<file path="src/rtl/spi_slave_pkg.sv">
// rtl/spi_slave_pkg.sv - shared SPI configuration types, encodings and bit-position helpers
package spi_slave_pkg;

    localparam logic [1:0] SPI_MODE_0 = 2'd0;
    localparam logic [1:0] SPI_MODE_1 = 2'd1;
    localparam logic [1:0] SPI_MODE_2 = 2'd2;
    localparam logic [1:0] SPI_MODE_3 = 2'd3;

    localparam logic [1:0] SPI_FRAME_SIZE_8  = 2'd0;
    localparam logic [1:0] SPI_FRAME_SIZE_16 = 2'd1;
    localparam logic [1:0] SPI_FRAME_SIZE_24 = 2'd2;
    localparam logic [1:0] SPI_FRAME_SIZE_32 = 2'd3;

    localparam logic MSB_FIRST = 1'b0;
    localparam logic LSB_FIRST = 1'b1;

    typedef struct packed {
        logic [15:0] prescaler;
        logic [1:0]  spi_mode;
        logic [1:0]  spi_frame_size;
        logic        bit_order;
    } spi_config_t;

    typedef enum logic [1:0] {
        IDLE,
        SHIFT,
        COMPLETE,
        WAIT_CS
    } spi_slave_state_t;

    // Frame length in bits; unknown encodings fall back to 8.
    function automatic logic [5:0] frame_bits(input logic [1:0] fs);
        logic [5:0] n;
        case (fs)
            SPI_FRAME_SIZE_16: n = 6'd16;
            SPI_FRAME_SIZE_24: n = 6'd24;
            SPI_FRAME_SIZE_32: n = 6'd32;
            default:           n = 6'd8;
        endcase
        return n;
    endfunction

    // Position in the right-justified word of the idx-th bit on the wire.
    function automatic logic [4:0] bit_pos(input logic [4:0] idx,
                                           input logic [5:0] nbits,
                                           input logic       order);
        logic [5:0] p;
        if (order == MSB_FIRST) begin
            p = nbits - 6'd1 - {1'b0, idx};
        end else begin
            p = {1'b0, idx};
        end
        return p[4:0];
    endfunction

endpackage

</file>
<file path="src/rtl/spi_slave_pin_sync.sv">
// rtl/spi_slave_pin_sync.sv - multi-flop pin synchronizer with rise/fall pulses
//
// Ports:
//   clk, rst   system clock, asynchronous active-high reset
//   pin        asynchronous input pin
//   rise/fall  one-cycle pulses, SYNC_STAGES+1 cycles after the pin edge
module spi_pin_sync #(
    parameter int   SYNC_STAGES = 2,
    parameter logic IDLE_LEVEL  = 1'b0
) (
    input  logic clk,
    input  logic rst,
    input  logic pin,
    output logic rise,
    output logic fall
);

    logic [SYNC_STAGES-1:0] sync_q;
    logic                   hist_q;

    always_ff @(posedge clk or posedge rst) begin
        if (rst) begin
            sync_q <= {SYNC_STAGES{IDLE_LEVEL}};
            hist_q <= IDLE_LEVEL;
        end else begin
            sync_q <= {sync_q[SYNC_STAGES-2:0], pin};
            hist_q <= sync_q[SYNC_STAGES-1];
        end
    end

    assign rise =  sync_q[SYNC_STAGES-1] & ~hist_q;
    assign fall = ~sync_q[SYNC_STAGES-1] &  hist_q;

endmodule

</file>
<file path="src/rtl/spi_slave.sv">
// rtl/spi_slave.sv - oversampling SPI slave endpoint, modes 0-3, 8/16/24/32-bit frames
//
// Ports:
//   clk, rst             system clock, asynchronous active-high reset
//   spi_config           mode, frame size, bit order (prescaler unused)
//   sclk, cs_n, mosi     asynchronous SPI pins from the master
//   miso, miso_oe        serial data out and its tristate enable
//   tx_data              frame to send, latched at cs_n fall
//   rx_data, rx_valid    last received frame and its valid flag
//   rx_ack               consumes rx_data, clears rx_valid and overrun
//   overrun              sticky: frame completed while rx_valid was high
//   abort                one-cycle pulse when cs_n rises mid-frame
//   busy                 FSM is not IDLE
module spi_slave
    import spi_slave_pkg::*;
#(
    parameter int SYNC_STAGES = 2
) (
    input  logic        clk,
    input  logic        rst,
    input  spi_config_t spi_config,
    input  logic        sclk,
    input  logic        cs_n,
    input  logic        mosi,
    output logic        miso,
    output logic        miso_oe,
    input  logic [31:0] tx_data,
    output logic [31:0] rx_data,
    output logic        rx_valid,
    input  logic        rx_ack,
    output logic        overrun,
    output logic        abort,
    output logic        busy
);

    logic sclk_rise, sclk_fall, cs_rise, cs_fall;

    spi_pin_sync #(.SYNC_STAGES(SYNC_STAGES), .IDLE_LEVEL(1'b0)) u_sclk_sync (
        .clk (clk),
        .rst (rst),
        .pin (sclk),
        .rise(sclk_rise),
        .fall(sclk_fall)
    );

    spi_pin_sync #(.SYNC_STAGES(SYNC_STAGES), .IDLE_LEVEL(1'b1)) u_cs_sync (
        .clk (clk),
        .rst (rst),
        .pin (cs_n),
        .rise(cs_rise),
        .fall(cs_fall)
    );

    // mosi gets the same depth as sclk so data and edge pulses stay aligned;
    // the extra flop matches the history stage used for edge detection.
    logic [SYNC_STAGES:0] mosi_sync_q;
    logic                 mosi_s;

    always_ff @(posedge clk or posedge rst) begin
        if (rst) begin
            mosi_sync_q <= '0;
        end else begin
            mosi_sync_q <= {mosi_sync_q[SYNC_STAGES-1:0], mosi};
        end
    end

    assign mosi_s = mosi_sync_q[SYNC_STAGES-1];

    logic unused_cfg;
    assign unused_cfg = ^{spi_config.prescaler, mosi_sync_q[SYNC_STAGES]};

    spi_slave_state_t state_q, state_d;
    logic [1:0]  mode_q, mode_d;
    logic [1:0]  fs_q, fs_d;
    logic        order_q, order_d;
    logic [31:0] tx_q, tx_d;
    logic [31:0] rx_shift_q, rx_shift_d;
    logic [4:0]  bit_index_q, bit_index_d;
    logic        miso_q, miso_d;
    logic        miso_oe_q, miso_oe_d;
    logic [31:0] rx_data_q, rx_data_d;
    logic        rx_valid_q, rx_valid_d;
    logic        overrun_q, overrun_d;
    logic        abort_q, abort_d;

    logic        cpol, cpha, lead_edge, trail_edge, last_bit;
    logic [5:0]  nbits, nbits_in;
    logic [4:0]  cur_pos, next_pos, first_pos;
    logic [31:0] frame_mask;

    always_ff @(posedge clk or posedge rst) begin
        if (rst) begin
            state_q     <= IDLE;
            mode_q      <= SPI_MODE_0;
            fs_q        <= SPI_FRAME_SIZE_8;
            order_q     <= MSB_FIRST;
            tx_q        <= '0;
            rx_shift_q  <= '0;
            bit_index_q <= '0;
            miso_q      <= 1'b0;
            miso_oe_q   <= 1'b0;
            rx_data_q   <= '0;
            rx_valid_q  <= 1'b0;
            overrun_q   <= 1'b0;
            abort_q     <= 1'b0;
        end else begin
            state_q     <= state_d;
            mode_q      <= mode_d;
            fs_q        <= fs_d;
            order_q     <= order_d;
            tx_q        <= tx_d;
            rx_shift_q  <= rx_shift_d;
            bit_index_q <= bit_index_d;
            miso_q      <= miso_d;
            miso_oe_q   <= miso_oe_d;
            rx_data_q   <= rx_data_d;
            rx_valid_q  <= rx_valid_d;
            overrun_q   <= overrun_d;
            abort_q     <= abort_d;
        end
    end

    // Leading edge moves sclk away from its idle level (cpol).
    assign cpol       = mode_q[1];
    assign cpha       = mode_q[0];
    assign lead_edge  = cpol ? sclk_fall : sclk_rise;
    assign trail_edge = cpol ? sclk_rise : sclk_fall;

    assign nbits     = frame_bits(fs_q);
    assign nbits_in  = frame_bits(spi_config.spi_frame_size);
    assign cur_pos   = bit_pos(bit_index_q, nbits, order_q);
    assign next_pos  = bit_pos(bit_index_q + 5'd1, nbits, order_q);
    assign first_pos = bit_pos(5'd0, nbits_in, spi_config.bit_order);
    assign last_bit  = ({1'b0, bit_index_q} == (nbits - 6'd1));

    always_comb begin
        case (fs_q)
            SPI_FRAME_SIZE_16: frame_mask = 32'h0000_FFFF;
            SPI_FRAME_SIZE_24: frame_mask = 32'h00FF_FFFF;
            SPI_FRAME_SIZE_32: frame_mask = 32'hFFFF_FFFF;
            default:           frame_mask = 32'h0000_00FF;
        endcase
    end

    always_comb begin
        state_d     = state_q;
        mode_d      = mode_q;
        fs_d        = fs_q;
        order_d     = order_q;
        tx_d        = tx_q;
        rx_shift_d  = rx_shift_q;
        bit_index_d = bit_index_q;
        miso_d      = miso_q;
        miso_oe_d   = miso_oe_q;
        rx_data_d   = rx_data_q;
        rx_valid_d  = rx_valid_q;
        overrun_d   = overrun_q;
        abort_d     = 1'b0;

        if (rx_ack) begin
            rx_valid_d = 1'b0;
            overrun_d  = 1'b0;
        end

        case (state_q)
            IDLE: begin
                if (cs_fall) begin
                    mode_d      = spi_config.spi_mode;
                    fs_d        = spi_config.spi_frame_size;
                    order_d     = spi_config.bit_order;
                    tx_d        = tx_data;
                    rx_shift_d  = '0;
                    bit_index_d = '0;
                    miso_oe_d   = 1'b1;
                    miso_d      = tx_data[first_pos];
                    state_d     = SHIFT;
                end
            end

            SHIFT: begin
                if (cs_rise) begin
                    abort_d   = 1'b1;
                    miso_oe_d = 1'b0;
                    state_d   = IDLE;
                end else if (lead_edge) begin
                    if (cpha) begin
                        miso_d = tx_q[cur_pos];
                    end else begin
                        rx_shift_d[cur_pos] = mosi_s;
                    end
                end else if (trail_edge) begin
                    if (cpha) begin
                        rx_shift_d[cur_pos] = mosi_s;
                    end
                    if (last_bit) begin
                        state_d = COMPLETE;
                    end else begin
                        bit_index_d = bit_index_q + 5'd1;
                        if (!cpha) begin
                            miso_d = tx_q[next_pos];
                        end
                    end
                end
            end

            COMPLETE: begin
                rx_data_d  = rx_shift_q & frame_mask;
                rx_valid_d = 1'b1;
                // A simultaneous ack neither clears nor sets overrun.
                overrun_d  = rx_ack ? overrun_q : (overrun_q | rx_valid_q);
                if (cs_rise) begin
                    miso_oe_d = 1'b0;
                    state_d   = IDLE;
                end else begin
                    state_d   = WAIT_CS;
                end
            end

            WAIT_CS: begin
                if (cs_rise) begin
                    miso_oe_d = 1'b0;
                    state_d   = IDLE;
                end
            end

            default: state_d = IDLE;
        endcase
    end

    assign miso     = miso_q;
    assign miso_oe  = miso_oe_q;
    assign rx_data  = rx_data_q;
    assign rx_valid = rx_valid_q;
    assign overrun  = overrun_q;
    assign abort    = abort_q;
    assign busy     = (state_q != IDLE);

endmodule

</file>
<file path="config.mk">
export PLATFORM = sky130hd
export DESIGN_NAME = spi_slave
export DESIGN_NICKNAME = d
export VERILOG_FILES = /design/src/rtl/spi_slave_pkg.sv /design/src/rtl/spi_slave_pin_sync.sv /design/src/rtl/spi_slave.sv
export SDC_FILE = /design/constraint.sdc
export NUM_CORES = 1
export LEC_CHECK = 0
export BUFFER_PORTS_ARGS = -buffer_cell sky130_fd_sc_hd__buf_2
export CORE_MARGIN = 3
export CORE_UTILIZATION = 54
export CTS_BUF_LIST = sky130_fd_sc_hd__clkbuf_2 sky130_fd_sc_hd__clkbuf_4 sky130_fd_sc_hd__clkbuf_8
export DETAILED_ROUTE_END_ITERATION = 12
export PLACE_DENSITY_LB_ADDON = 0.25
export REMOVE_ABC_BUFFERS = 1
export SYNTH_ARGS = -nofsm -noshare
export SYNTH_HDL_FRONTEND = slang
export SYNTH_SLANG_ARGS = --single-unit
export TNS_END_PERCENT = 100
</file>
<file path="constraint.sdc">
create_clock -name clk -period 3.1 [get_ports clk]
set_input_delay 0.155 -clock clk [delete_from_list [all_inputs] [get_ports clk]]
set_output_delay 0.155 -clock clk [all_outputs]
set_load 0.03 [all_outputs]
</file>
==> impl_metrics.env <==
export IMPL_die_h_um=115.5
export IMPL_yosysMostFrequentCell="dfrtp_1"
export IMPL_numPortBuffers=80
export IMPL_layout_drive_gt1_share_pct=27.97
export IMPL_htreeDepth=4
export IMPL_cts_tree="built"
export IMPL_grt_first_pass_wirelength_mm=25.34
export IMPL_hpwlAfterDp_mm=10.33
export IMPL_antenna_left=0
export IMPL_drv_cap=0
export IMPL_finalSetupViolCount=0
export IMPL_vias=5214
export IMPL_rows=39
export IMPL_slew_violations=0
export IMPL_ys_seq_area_share_pct=46.80
export IMPL_yosys_top_cells_area="dfrtp_1, mux2_2, o21ai_0"
export IMPL_place_area_sq_um=6923
export IMPL_final_area_sq_um=7729
export IMPL_core_sq_um=11560
export IMPL_hold_violations=0
export IMPL_tns_ns=0
export IMPL_async_reset_ff_share_pct=100.0
export IMPL_drc_errors=0
export IMPL_num_nets_final=781
export IMPL_hold_path_class="in -> reg"
export IMPL_start_util_pct=56.01
export IMPL_die_x_um=115.5
export IMPL_startpoint_type="flop"
export IMPL_path_max_fanout=38
export IMPL_globalRouteOverflowTotal=0
export IMPL_outcome="completed"
export IMPL_ys_warn_count=0
export IMPL_track_usage_pct=24.24
export IMPL_cts_buffer_depth=2
export IMPL_synthFlopType="dfrtp_1"
export IMPL_use_met1_pct=30.35
export IMPL_fin_crit_ns=2.433
export IMPL_clk_pin_slew_ns=0.07
export IMPL_synth_top_area_share_pct=45.59
export IMPL_synth_edf_count=0
export IMPL_routed_wl_mm=15.30
export IMPL_critPathKind="reg -> reg"
export IMPL_end_kind="flop"
export IMPL_fillers=923
export IMPL_avgSynthCellArea_sq_um=10.60
export IMPL_antenna_found_initial=0
export IMPL_rsz0062_at_grt="no"
export IMPL_cp_cell_sequence="buf_4 -> nand2b_1 -> o21ai_1 -> nand2_1 -> o21ai_0"
export IMPL_insertion_delay_ns=0.44
export IMPL_tightest_slew_ns=0.9458
export IMPL_gp_congestion=0.8653
export IMPL_min_period_over_period_pct=78.47
export IMPL_leakage_nw=3.474
export IMPL_synth_top_cell_by_area="dfrtp_1"
export IMPL_wl_per_cell_um=17.47
export IMPL_slew_headroom_pct=36.52
export IMPL_pre_cts_ws_ns=0.7424
export IMPL_cp_required_ns=3.45
export IMPL_syn2layout_area_growth_pct=19.32
export IMPL_synth_seq_cells=121
export IMPL_fin_ws_ns=0.6674
export IMPL_synthCells=611
export IMPL_synthTopCellsByCount="dfrtp_1, o21ai_0, nand2_1"
export IMPL_clock_sinks=121
export IMPL_cts_root_buffer="clkbuf_8"
export IMPL_p_per_area_nw_per_um2=676.7
export IMPL_vdd_drop_max_uv=484.8
export IMPL_gr_usage_met2_pct=40.59
export IMPL_utilization_pct=66.83
export IMPL_arrival_ns=2.79
export IMPL_global_route_usage_met3_pct=4.700
export IMPL_ys_types=61
export IMPL_top_usage_layer="met2"
export IMPL_crit_slowest_cell="o21ai_1"
export IMPL_finalClockSkew_ns=0.006301
export IMPL_max_freq_mhz=411.1
export IMPL_dr_pass1_iters=5
export IMPL_grt_pass1_vias=5263
export IMPL_drt_iter0_markers=452
export IMPL_netlist_area_sq_um=6477
export IMPL_cp_slowest_stage_delay_ns=0.76
export IMPL_antenna_cells=0
export IMPL_vias_per_cell=5.952
export IMPL_dieArea_sq_um=13350
export IMPL_grt_max_degree=63
export IMPL_numCtsBuffers=17
export IMPL_pin_count=97
export IMPL_cts_resized=0
[per-stage QoR]
stage | hold WS, ns | cells | total power, mW
global route | 0.1351 | 876 | 5.532
CTS | 0.07770 | 876 | 5.240
global placement | 0.2607 | 803 | 3.726
finish | 0.1037 | 876 | 5.230
detailed placement | 0.2643 | 803 | 3.807
floorplan | 0.1595 | 564 | 3.291
[cells by family (layout without fill, tap and decap cells)]
logic type | Yosys count | after routing | share of synthesized area [%]
flops | 121 | 121 | 46.80
compound gates | 199 | 199 | 18.58
mux | 88 | 88 | 17.75
simple gates | 132 | 132 | 9.620
xor+xnor | 12 | 12 | 1.951
buf+inv | 56 | 178 | 4.752
fa+ha+maj | 3 | 3 | 0.5408
[cell usage in the layout, fill, tap and decap left out, types with 5 or more instances in the layout]
cell type | synthesis | routed
dfrtp_1 | 118 | 118
inv_1 | 9 | 8
a31oi_1 | 5 | 5
mux2_2 | 51 | 51
nand2b_1 | 12 | 12
o21ai_0 | 84 | 84
mux2i_1 | 19 | 19
a221o_1 | 5 | 5
xor2_1 | 7 | 7
a22o_1 | 16 | 16
buf_2 | 19 | 80
dlygate4sd3_1 | 0 | 41
nor2_1 | 21 | 21
o22ai_1 | 10 | 10
clkbuf_8 | 0 | 23
clkinv_2 | 0 | 5
nor2b_1 | 11 | 11
nand3_1 | 17 | 17
mux4_2 | 16 | 16
nand2_1 | 54 | 54
a21oi_1 | 49 | 49
buf_4 | 5 | 15
[what timing repair did]
item,4_1_cts,5_1_grt
hold buffers,41,0
endpoints found under the hold margin,96,0
buffers inserted,0,0
[worst max-delay path: cells and delay by family, from the launching register on]
kind	cells	cell delay, ns
buffers and inverters	1	0.43
AND/OR/NAND/NOR	2	0.52
AO/OA/AOI/OAI	2	1.01
flip-flops	1	0.37
[area by class of cell]
cell class / count / area [sq um] / area share [%]
multi-input combinational: 434 / 3143 / 40.67
sequential: 121 / 3032 / 39.23
timing repair buffer: 137 / 943.4 / 12.21
clock buffer: 25 / 331.6 / 4.290
tap: 143 / 178.9 / 2.315
clock inverter: 7 / 63.81 / 0.8256
inverter: 9 / 36.28 / 0.4695
[worst paths after layout]
path | startpoint | to | slack (ns) | depth (start not counted)
min | rx_ack | overrun$_DFFE_PP0P_ | 0.10 | 4
max | bit_index_q[0]$_DFFE_PP0P_ | rx_shift_q[2]$_DFFE_PP0P_ | 0.67 | 5
min reg2reg | mosi_sync_q[0]$_DFF_PP0_ | mosi_sync_q[1]$_DFF_PP0_ | 0.35 | 0
max reg2reg | bit_index_q[0]$_DFFE_PP0P_ | rx_shift_q[2]$_DFFE_PP0P_ | 0.67 | 5
min in group asynchronous | rst | rx_valid$_DFFE_PP0P_ | 0.39 | 3
max in group asynchronous | rst | tx_q[14]$_DFFE_PP0P_ | 1.95 | 4
[metal layers]
metal,up-vias,share of wire [%]
met4,0,2.8
li1,2466,-
met5,-,0
met3,41,4.5
met1,2538,42
met2,169,51
[state kept, by name (all words and copies together), names as in the netlist, 2 cells and up]
register and count:
bit_index_q 5, fs_q 2, mode_q 2, mosi_sync_q 2
rx_data 32, rx_shift_q 32, state_q 2, tx_q 32
u_cs_sync.sync_q 2, u_sclk_sync.sync_q 2
[power by group]
part,total [mW],internal (mW),switching (mW)
clock network,1.38,0.774,0.611
logic,1.85,0.889,0.965
registers,1.99,1.75,0.241
(Power assumes the default switching activity.)
